<file path="src/rtl/uart_rx_pkg.sv">
// uart_rx_pkg: shared types and constants for the 16x oversampled UART receiver.
//   rx_state_e : receiver FSM states
//   OVERSAMPLE : clk cycles per bit
//   MID_TICK   : tick at which the start bit is re-checked (its middle)
//   LAST_TICK  : tick at which data and stop bits are sampled
package uart_rx_pkg;

  typedef enum logic [2:0] {
    IDLE      = 3'd0,
    START     = 3'd1,
    DATA      = 3'd2,
    STOP      = 3'd3,
    WAIT_HIGH = 3'd4
  } rx_state_e;

  localparam int         OVERSAMPLE = 16;
  localparam logic [3:0] MID_TICK   = 4'd7;
  localparam logic [3:0] LAST_TICK  = 4'(OVERSAMPLE - 1);

endpackage

</file>
<file path="src/rtl/rx_sync_2ff.sv">
// rx_sync_2ff: two-flop synchronizer for signals asynchronous to clk.
//   clk : destination clock
//   rst : asynchronous reset, active-high; flops reset to 1 (idle line level)
//   d   : asynchronous input, N bits
//   q   : synchronized output, 2 clk latency
module rx_sync_2ff #(
  parameter int N = 1
) (
  input  logic         clk,
  input  logic         rst,
  input  logic [N-1:0] d,
  output logic [N-1:0] q
);

  logic [N-1:0] sync_p0;
  logic [N-1:0] sync_p1;

  // stage 0 -> stage 1: metastability settling
  always_ff @(posedge clk or posedge rst) begin
    if (rst) begin
      sync_p0 <= '1;
      sync_p1 <= '1;
    end else begin
      sync_p0 <= d;
      sync_p1 <= sync_p0;
    end
  end

  assign q = sync_p1;

endmodule

</file>
<file path="src/rtl/uart_rx_x16.sv">
// uart_rx_x16: 8N1 UART receiver, clk = 16x baud.
//   clk       : 16x-baud sampling clock
//   rst       : asynchronous reset, active-high
//   terminate : synchronous abort; forces IDLE and blocks new frames while high
//   rx_in     : serial line, idle high, asynchronous to clk
//   rx_data   : last received byte (updated at every stop-bit sample)
//   rx_valid  : one-cycle pulse, good frame
//   frame_err : one-cycle pulse, stop bit sampled low
//   break_det : one-cycle pulse, all-zero data with low stop bit
//   busy      : high whenever the FSM is not IDLE
module uart_rx_x16
  import uart_rx_pkg::*;
#(
  parameter int NO_OUTPUT = 0,
  parameter int DATA_BITS = 8
) (
  input  logic                 clk,
  input  logic                 rst,
  input  logic                 terminate,
  input  logic                 rx_in,
  output logic [DATA_BITS-1:0] rx_data,
  output logic                 rx_valid,
  output logic                 frame_err,
  output logic                 break_det,
  output logic                 busy
);

  localparam logic [2:0] LAST_BIT = 3'(DATA_BITS - 1);

  logic                 rx_s;
  rx_state_e            state;
  rx_state_e            state_nxt;
  logic [3:0]           tick;
  logic [2:0]           bit_idx;
  logic [DATA_BITS-1:0] shift_reg;

  rx_sync_2ff #(
    .N (1)
  ) u_sync (
    .clk (clk),
    .rst (rst),
    .d   (rx_in),
    .q   (rx_s)
  );

  // State register
  always_ff @(posedge clk or posedge rst) begin
    if (rst) begin
      state <= IDLE;
    end else begin
      state <= state_nxt;
    end
  end

  // Next-state logic; terminate overrides every transition
  always_comb begin
    state_nxt = state;
    if (terminate) begin
      state_nxt = IDLE;
    end else begin
      case (state)
        IDLE:      if (!rx_s) state_nxt = START;
        START:     if (tick == MID_TICK) state_nxt = rx_s ? IDLE : DATA;
        DATA:      if (tick == LAST_TICK && bit_idx == LAST_BIT) state_nxt = STOP;
        STOP:      if (tick == LAST_TICK) state_nxt = rx_s ? IDLE : WAIT_HIGH;
        WAIT_HIGH: if (rx_s) state_nxt = IDLE;
        default:   state_nxt = IDLE;
      endcase
    end
  end

  // Counters, shift register and registered output pulses
  always_ff @(posedge clk or posedge rst) begin
    if (rst) begin
      tick      <= '0;
      bit_idx   <= '0;
      shift_reg <= '0;
      rx_data   <= '0;
      rx_valid  <= 1'b0;
      frame_err <= 1'b0;
      break_det <= 1'b0;
    end else begin
      rx_valid  <= 1'b0;
      frame_err <= 1'b0;
      break_det <= 1'b0;
      if (terminate) begin
        tick    <= '0;
        bit_idx <= '0;
      end else begin
        case (state)
          START: begin
            if (tick == MID_TICK) begin
              tick    <= '0;
              bit_idx <= '0;
            end else begin
              tick <= tick + 4'd1;
            end
          end
          DATA: begin
            // tick wraps 15->0, so STOP is entered with tick already 0
            tick <= tick + 4'd1;
            if (tick == LAST_TICK) begin
              shift_reg[bit_idx] <= rx_s;
              bit_idx            <= bit_idx + 3'd1;
            end
          end
          STOP: begin
            tick <= tick + 4'd1;
            if (tick == LAST_TICK) begin
              rx_data <= shift_reg;
              if (rx_s) begin
                rx_valid <= 1'b1;
              end else begin
                frame_err <= 1'b1;
                break_det <= (shift_reg == '0);
              end
            end
          end
          default: begin
            tick    <= '0;
            bit_idx <= '0;
          end
        endcase
      end
    end
  end

  assign busy = (state != IDLE);

`ifndef SYNTHESIS
  generate
    if (NO_OUTPUT == 0) begin : g_print
      always_ff @(posedge clk) begin
        if (rx_valid) $display("uart_rx_x16: rx '%c' (0x%02h)", rx_data, rx_data);
      end
    end
  endgenerate
`endif

endmodule

</file>
<file path="config.mk">
export PLATFORM = sky130hd
export DESIGN_NAME = uart_rx_x16
export DESIGN_NICKNAME = d
export VERILOG_FILES = /design/src/rtl/uart_rx_pkg.sv /design/src/rtl/rx_sync_2ff.sv /design/src/rtl/uart_rx_x16.sv
export SDC_FILE = /design/constraint.sdc
export NUM_CORES = 1
export LEC_CHECK = 0
export CAP_MARGIN = 30
export CORE_MARGIN = 5
export CORE_UTILIZATION = 28
export DETAILED_ROUTE_END_ITERATION = 10
export GPL_ROUTABILITY_DRIVEN = 1
export GPL_TIMING_DRIVEN = 0
export PLACE_DENSITY = 0.54
export SYNTH_ARGS = -nofsm -noshare
export SYNTH_HDL_FRONTEND = slang
export SYNTH_SLANG_ARGS = --single-unit
</file>
<file path="constraint.sdc">
create_clock -name clk -period 2.55 [get_ports clk]
set_clock_uncertainty 0.05 [all_clocks]
set_input_delay 0.255 -clock clk [delete_from_list [all_inputs] [get_ports clk]]
set_output_delay 0.255 -clock clk [all_outputs]
set_load 0.03 [all_outputs]
</file>
### Word-level counts from Yosys, hierarchy flattened

Cells that the tools add are included.

* output and inout bits: 12
* bits of input ports: 4
* bits in registers: 31
* word-level logic and storage cells: 70

* eq/ne operators: 14
* mux-type cells: 31
* bitwise operators: 1
* order comparisons: 2
* reductions and logical operators: 10
* add/subtract/negate cells: 2

Operators by type and width (number)
* 3-bit two-way mux: 10
* 3-bit != test (second input constant): 5
* 3-bit case mux with 5 select lines: 1
* 1-bit two-way mux: 13
* 3-bit case mux with 3 select lines: 1
* 3-bit AND reduction: 3
* 8-bit bitwise mux: 1
* 8-bit logical NOT: 1
* 4-bit two-way mux: 2
* 4-bit case mux with 2 select lines: 1
* 3-bit by 2-bit equality test with 1-bit output (second input constant): 2
* 3-bit equality test (second input constant): 2
* 5-bit AND reduction: 1
* 4-bit by 1-bit adder with 4-bit output (second input constant): 1
* 4-bit by 3-bit equality test with 1-bit output (second input constant): 1
* 4-bit equality test (second input constant): 1
* 3-bit by 4-bit less-than comparator with 1-bit output (second input constant): 1
* 3-bit by 1-bit adder with 3-bit output (second input constant): 1
* 1-bit demux with 3-bit select: 1
* 3-bit by 1-bit equality test with 1-bit output (second input constant): 1
* 3-bit by 1-bit greater-or-equal comparator with 1-bit output (second input constant): 1
* 3-bit logical NOT: 1
* 3-bit by 2-bit != test with 1-bit output (second input constant): 1
* 3-bit nonzero test: 1
* 5 further kinds: 6

### Depth between registers and ports, before layout

* word-level depth: 5
* depth in mapped cells: 5
* mapped depth without buffers: 5

### Modules after synthesis

A second synthesis with hierarchy kept.

* cells, all modules: 110
* area, all modules: 1465.2 µm²

By module, submodules not included
* uart_rx_x16: sequential area each 725.7 µm², area an instance 1408.9 µm², instances 1, cells an instance 107
* rx_sync_2ff: sequential area each 52.6 µm², area an instance 56.3 µm², instances 1, cells an instance 3

### Worst setup path after synthesis

No wires, ideal clock.

* kind: reg-to-reg
* from: reg state[2]
* to: reg shift_reg[4]
* setup slack: 0.682 ns
* data arrival time: 1.693 ns
* library setup time: 0.125 ns
* cell stages (with the launch flop): 5
* period minus slack after synthesis: 1.868 ns
* data required time: 2.375 ns
* path buffers: 1
* cells stage by stage: dfrtp_1 > or4b_4 > buf_6 > nor4b_4 > mux2_2

* word-level cells in the longest chain between the ends: 2

Ends and longest elaborated chain
* start, declared: RTL line uart_rx_x16.sv:31 `rx_state_e state;`
* start signal, assigned: RTL line uart_rx_x16.sv:51 `state <= state_nxt;`
* 3-bit by 2-bit equality test with 1-bit output: RTL line uart_rx_x16.sv:90 `case (state)`
* 3-bit AND reduction (no source line)
* end signal, assigned by index: RTL line uart_rx_x16.sv:103 `shift_reg[bit_idx] <= rx_s;`
* end, declared: RTL line uart_rx_x16.sv:35 `logic [DATA_BITS-1:0] shift_reg;`

Every way passes these cells.
A chain may end at the register's enable or synchronous reset.

### Final worst setup path

* from: reg state[0]
* to: out busy

* word-level cells in the longest chain between the ends: 1

Ends and longest elaborated chain
* 3-bit nonzero test: RTL line uart_rx_x16.sv:128 `assign busy = (state != IDLE);`
* end, declared: RTL line uart_rx_x16.sv:25 `output logic busy`

Every way passes these cells.

==> flow_metrics.py <==
metrics = {
    "run_status": {
        "status": "finished clean",
    },
    "timing": {
        "max_slew_margin": 0.582,
        "fin_tns_setup_ns": 0,
        "setup_viol": 0,
        "timing.final.crit_share": 0.892,
        "max_freq_mhz": 439,
        "min_period_ns": 2.28,
        "maxSlewViolCount": 0,
        "finalWorstSetupSlack_ns": 0.275,
        "worstMarginPinSlew_ns": 0.623,
        "hold_viol_final": 0,
        "rsz0062_at_grt": "no",
    },
    "synth": {
        "synth_nets": 123,
        "async_reset_ff_frac": 1.00,
        "synthesis.area_um2": 1450,
        "synth-edff-count": 0,
        "synth_cells": 116,
        "synth-compound-area-share": 0.0701,
        "synth-simple-area-share": 0.178,
        "synth_top_family_by_area": "simple AND/OR/NAND/NOR gates",
        "seq_area_frac_synth": 0.538,
        "synthMuxAreaShare": 0.125,
        "ys_ff_latch": 31,
        "synth_xor_xnor_area_share": 0.0182,
        "yosysUniqueCellTypes": 39,
        "yosysWarningCount": 0,
        "synth_fa_ha_area_frac": 0.0260,
        "synthFlopType": "dfrtp_1",
        "avgSynthCellArea_um2": 12.5,
    },
    "final_layout": {
        "area.growth.synth_to_final_pct": 25.3,
        "drive_gt1_frac": 0.257,
        "layout_common_cells": "29 x dfrtp_1, 15 x clkdlybuf4s50_1, 14 x mux2_2",
        "stdcell_count": 210,
        "fill_cells": 516,
        "n_antenna_cell": 0,
        "nets": 146,
        "final_common_cell": "dfrtp_1",
    },
    "route": {
        "m1WireLength_um": 1210,
        "highest_layer": "met4",
        "vias": 977,
        "ant_nets": 0,
        "drtPass1Iterations": 4,
        "drt-total-wl_um": 2670,
        "dr_wl_met2_um": 1290,
        "wire_per_inst_um": 12.7,
        "drc": 0,
        "viasPerCell": 4.65,
        "dr_wl_met3_um": 142,
        "first_iter_violations": 41,
    },
    "floorplanning": {
        "die_h_um": 81.9,
        "rows": 26,
        "start_util": 0.285,
        "core_um2": 5070,
        "die-area_um2": 6700,
        "io-pin-count": 16,
        "die_x_um": 81.9,
    },
    "setup_path": {
        "path_max_fanout": 10,
        "critPathCaptureType": "output port",
        "cp.buffers_inverters": 2,
        "cp_cell_sequence": "clkbuf_1 -> or3_2 -> clkdlybuf4s50_1",
        "crit_arrival_ns": 1.97,
        "r2r_cells": 4,
        "cp-start-kind": "flop",
        "path_depth": 3,
        "worst_path_dominant_cell_family": "buffers and inverters",
        "ff2ff_setup_slack_ns": 0.44,
        "max_stage_delay_ns": 0.60,
        "worstPathRequired_ns": 2.25,
        "worstSetupPathType": "reg2out",
        "cp_slowest_cell": "clkdlybuf4s50_1",
    },
    "power_and_ir_drop": {
        "switching_power_mw": 0.204,
        "power.share.combinational": 0.050,
        "clockPowerShare": 0.432,
        "swShare": 0.211,
        "sequentialPowerShare": 0.518,
        "p_per_area_nw_per_um2": 533,
        "p_int_mw": 0.762,
        "ir_worst_vdd_mv": 0.201,
        "power.leakage_nw": 0.786,
    },
    "global_routing": {
        "grt_usage": 0.0949,
        "antenna_found_initial": 0,
        "grt_max_degree": 21,
        "grt_pass1_vias": 1003,
        "grt_pass1_wl_um": 4720,
        "grt_overflow_total": 0,
    },
    "clock_network": {
        "cts_resized": 0,
        "clock_tree.root_cell": "clkbuf_8",
        "clk_latency_ns": 0.28,
        "clk_pin_slew_worst_paths_ns": 0.06,
        "cts_tree": "yes",
        "cts_hold_buffers": 0,
        "cts_sinks": 31,
        "cts_buffer_depth": 2,
        "numCtsBuffers": 5,
        "htree_levels": 2,
        "post_cts_buffers": 0,
    },
    "placement": {
        "hpwl_um": 2010,
        "gp_congestion": 0.769,
        "dp_slack_ns": 0.0907,
        "place_inst": 202,
        "portBuffers": 15,
    },
    "job": {
        "drv_cap": 0,
    },
    "worst_hold_path": {
        "hp-class": "in2async",
    },
}
-- cell families (layout without fill, tap and decap cells) --
family,after synthesis,in the layout
and+or+nand+nor,38,38
DFF,31,31
muxes,16,16
AOI/OAI and AO/OA,14,14
buffers and inverters,11,35
adders and majority gates,3,3
xor gates and xnor gates,3,3
-- through the flow --
step                area, um2  power, mW   util  hold WS [ns]
CTS                      1810      0.987  0.357         0.278
detailed placement       1710      0.559  0.337         0.297
floorplan                1450      0.536      -         0.209
global route             1810       1.02  0.357         0.309
finish                   1810      0.966  0.357         0.266
global placement         1680      0.552  0.332         0.297
-- synth_stat cells, types with 2 or more instances --
| master | n | share of area |
|---|---|---|
| dfstp_2 | 2 | 0.036 |
| a2111oi_0 | 2 | 0.012 |
| inv_1 | 4 | 0.010 |
| nor3_1 | 9 | 0.031 |
| nand3_1 | 2 | 0.0069 |
| mux2_1 | 2 | 0.016 |
| dfrtp_1 | 29 | 0.50 |
| a31o_2 | 3 | 0.018 |
| nand2_1 | 5 | 0.013 |
| xor2_1 | 2 | 0.012 |
| ha_1 | 3 | 0.026 |
| nor2_1 | 3 | 0.0078 |
| or3_2 | 2 | 0.010 |
| clkbuf_1 | 3 | 0.0078 |
| buf_6 | 2 | 0.016 |
| mux2_2 | 14 | 0.11 |
| a21oi_1 | 3 | 0.010 |
| nor4_1 | 5 | 0.022 |
-- power groups by stage --
stage,clock network [mW],logic [mW],registers (mW)
floorplan,0,0.0275,0.508
global placement,0,0.0430,0.509
detailed placement,0,0.0498,0.509
CTS,0.437,0.0498,0.500
global route,0.465,0.0543,0.500
finish,0.417,0.0482,0.500
-- final timing paths --
kind,from,endpoint
max in group asynchronous,rst,u_sync.sync_p0$_DFF_PP1_
worst min register to register,u_sync.sync_p0$_DFF_PP1_,u_sync.q$_DFF_PP1_
worst max-delay path,state[0]$_DFFE_PP0P_,busy
min in group clk,u_sync.sync_p0$_DFF_PP1_,u_sync.q$_DFF_PP1_
worst min-delay path,rst,tick[2]$_DFF_PP0_
worst max register to register,state[2]$_DFFE_PP0P_,shift_reg[1]$_DFFE_PP0P_
-- worst reg2reg max path, delay by kind of cell (launching register included) --
family / cells / cell delay, ns
DFF: 1 / 0.45
and+or+nand+nor: 2 / 0.96
muxes: 1 / 0.37
buffers and inverters: 1 / 0.16
-- per-layer routing --
layer  vias up  GRT usage
li1        476          -
met1       476      0.116
met2        22      0.145
met3         3     0.0417
met4         0     0.0399
met5         -          0
-- final cells by class --
type                       count  area (um2)  area share
buffer                         7        50.0      0.0276
tap                           70        87.6      0.0483
multi-input combinational     74         603       0.333
inverter                       4        15.0     0.00829
timing repair buffer          16         178      0.0981
clock buffer                   8         100      0.0552
sequential                    31         778       0.430
Note: power is estimated with default switching activity, not from simulation.
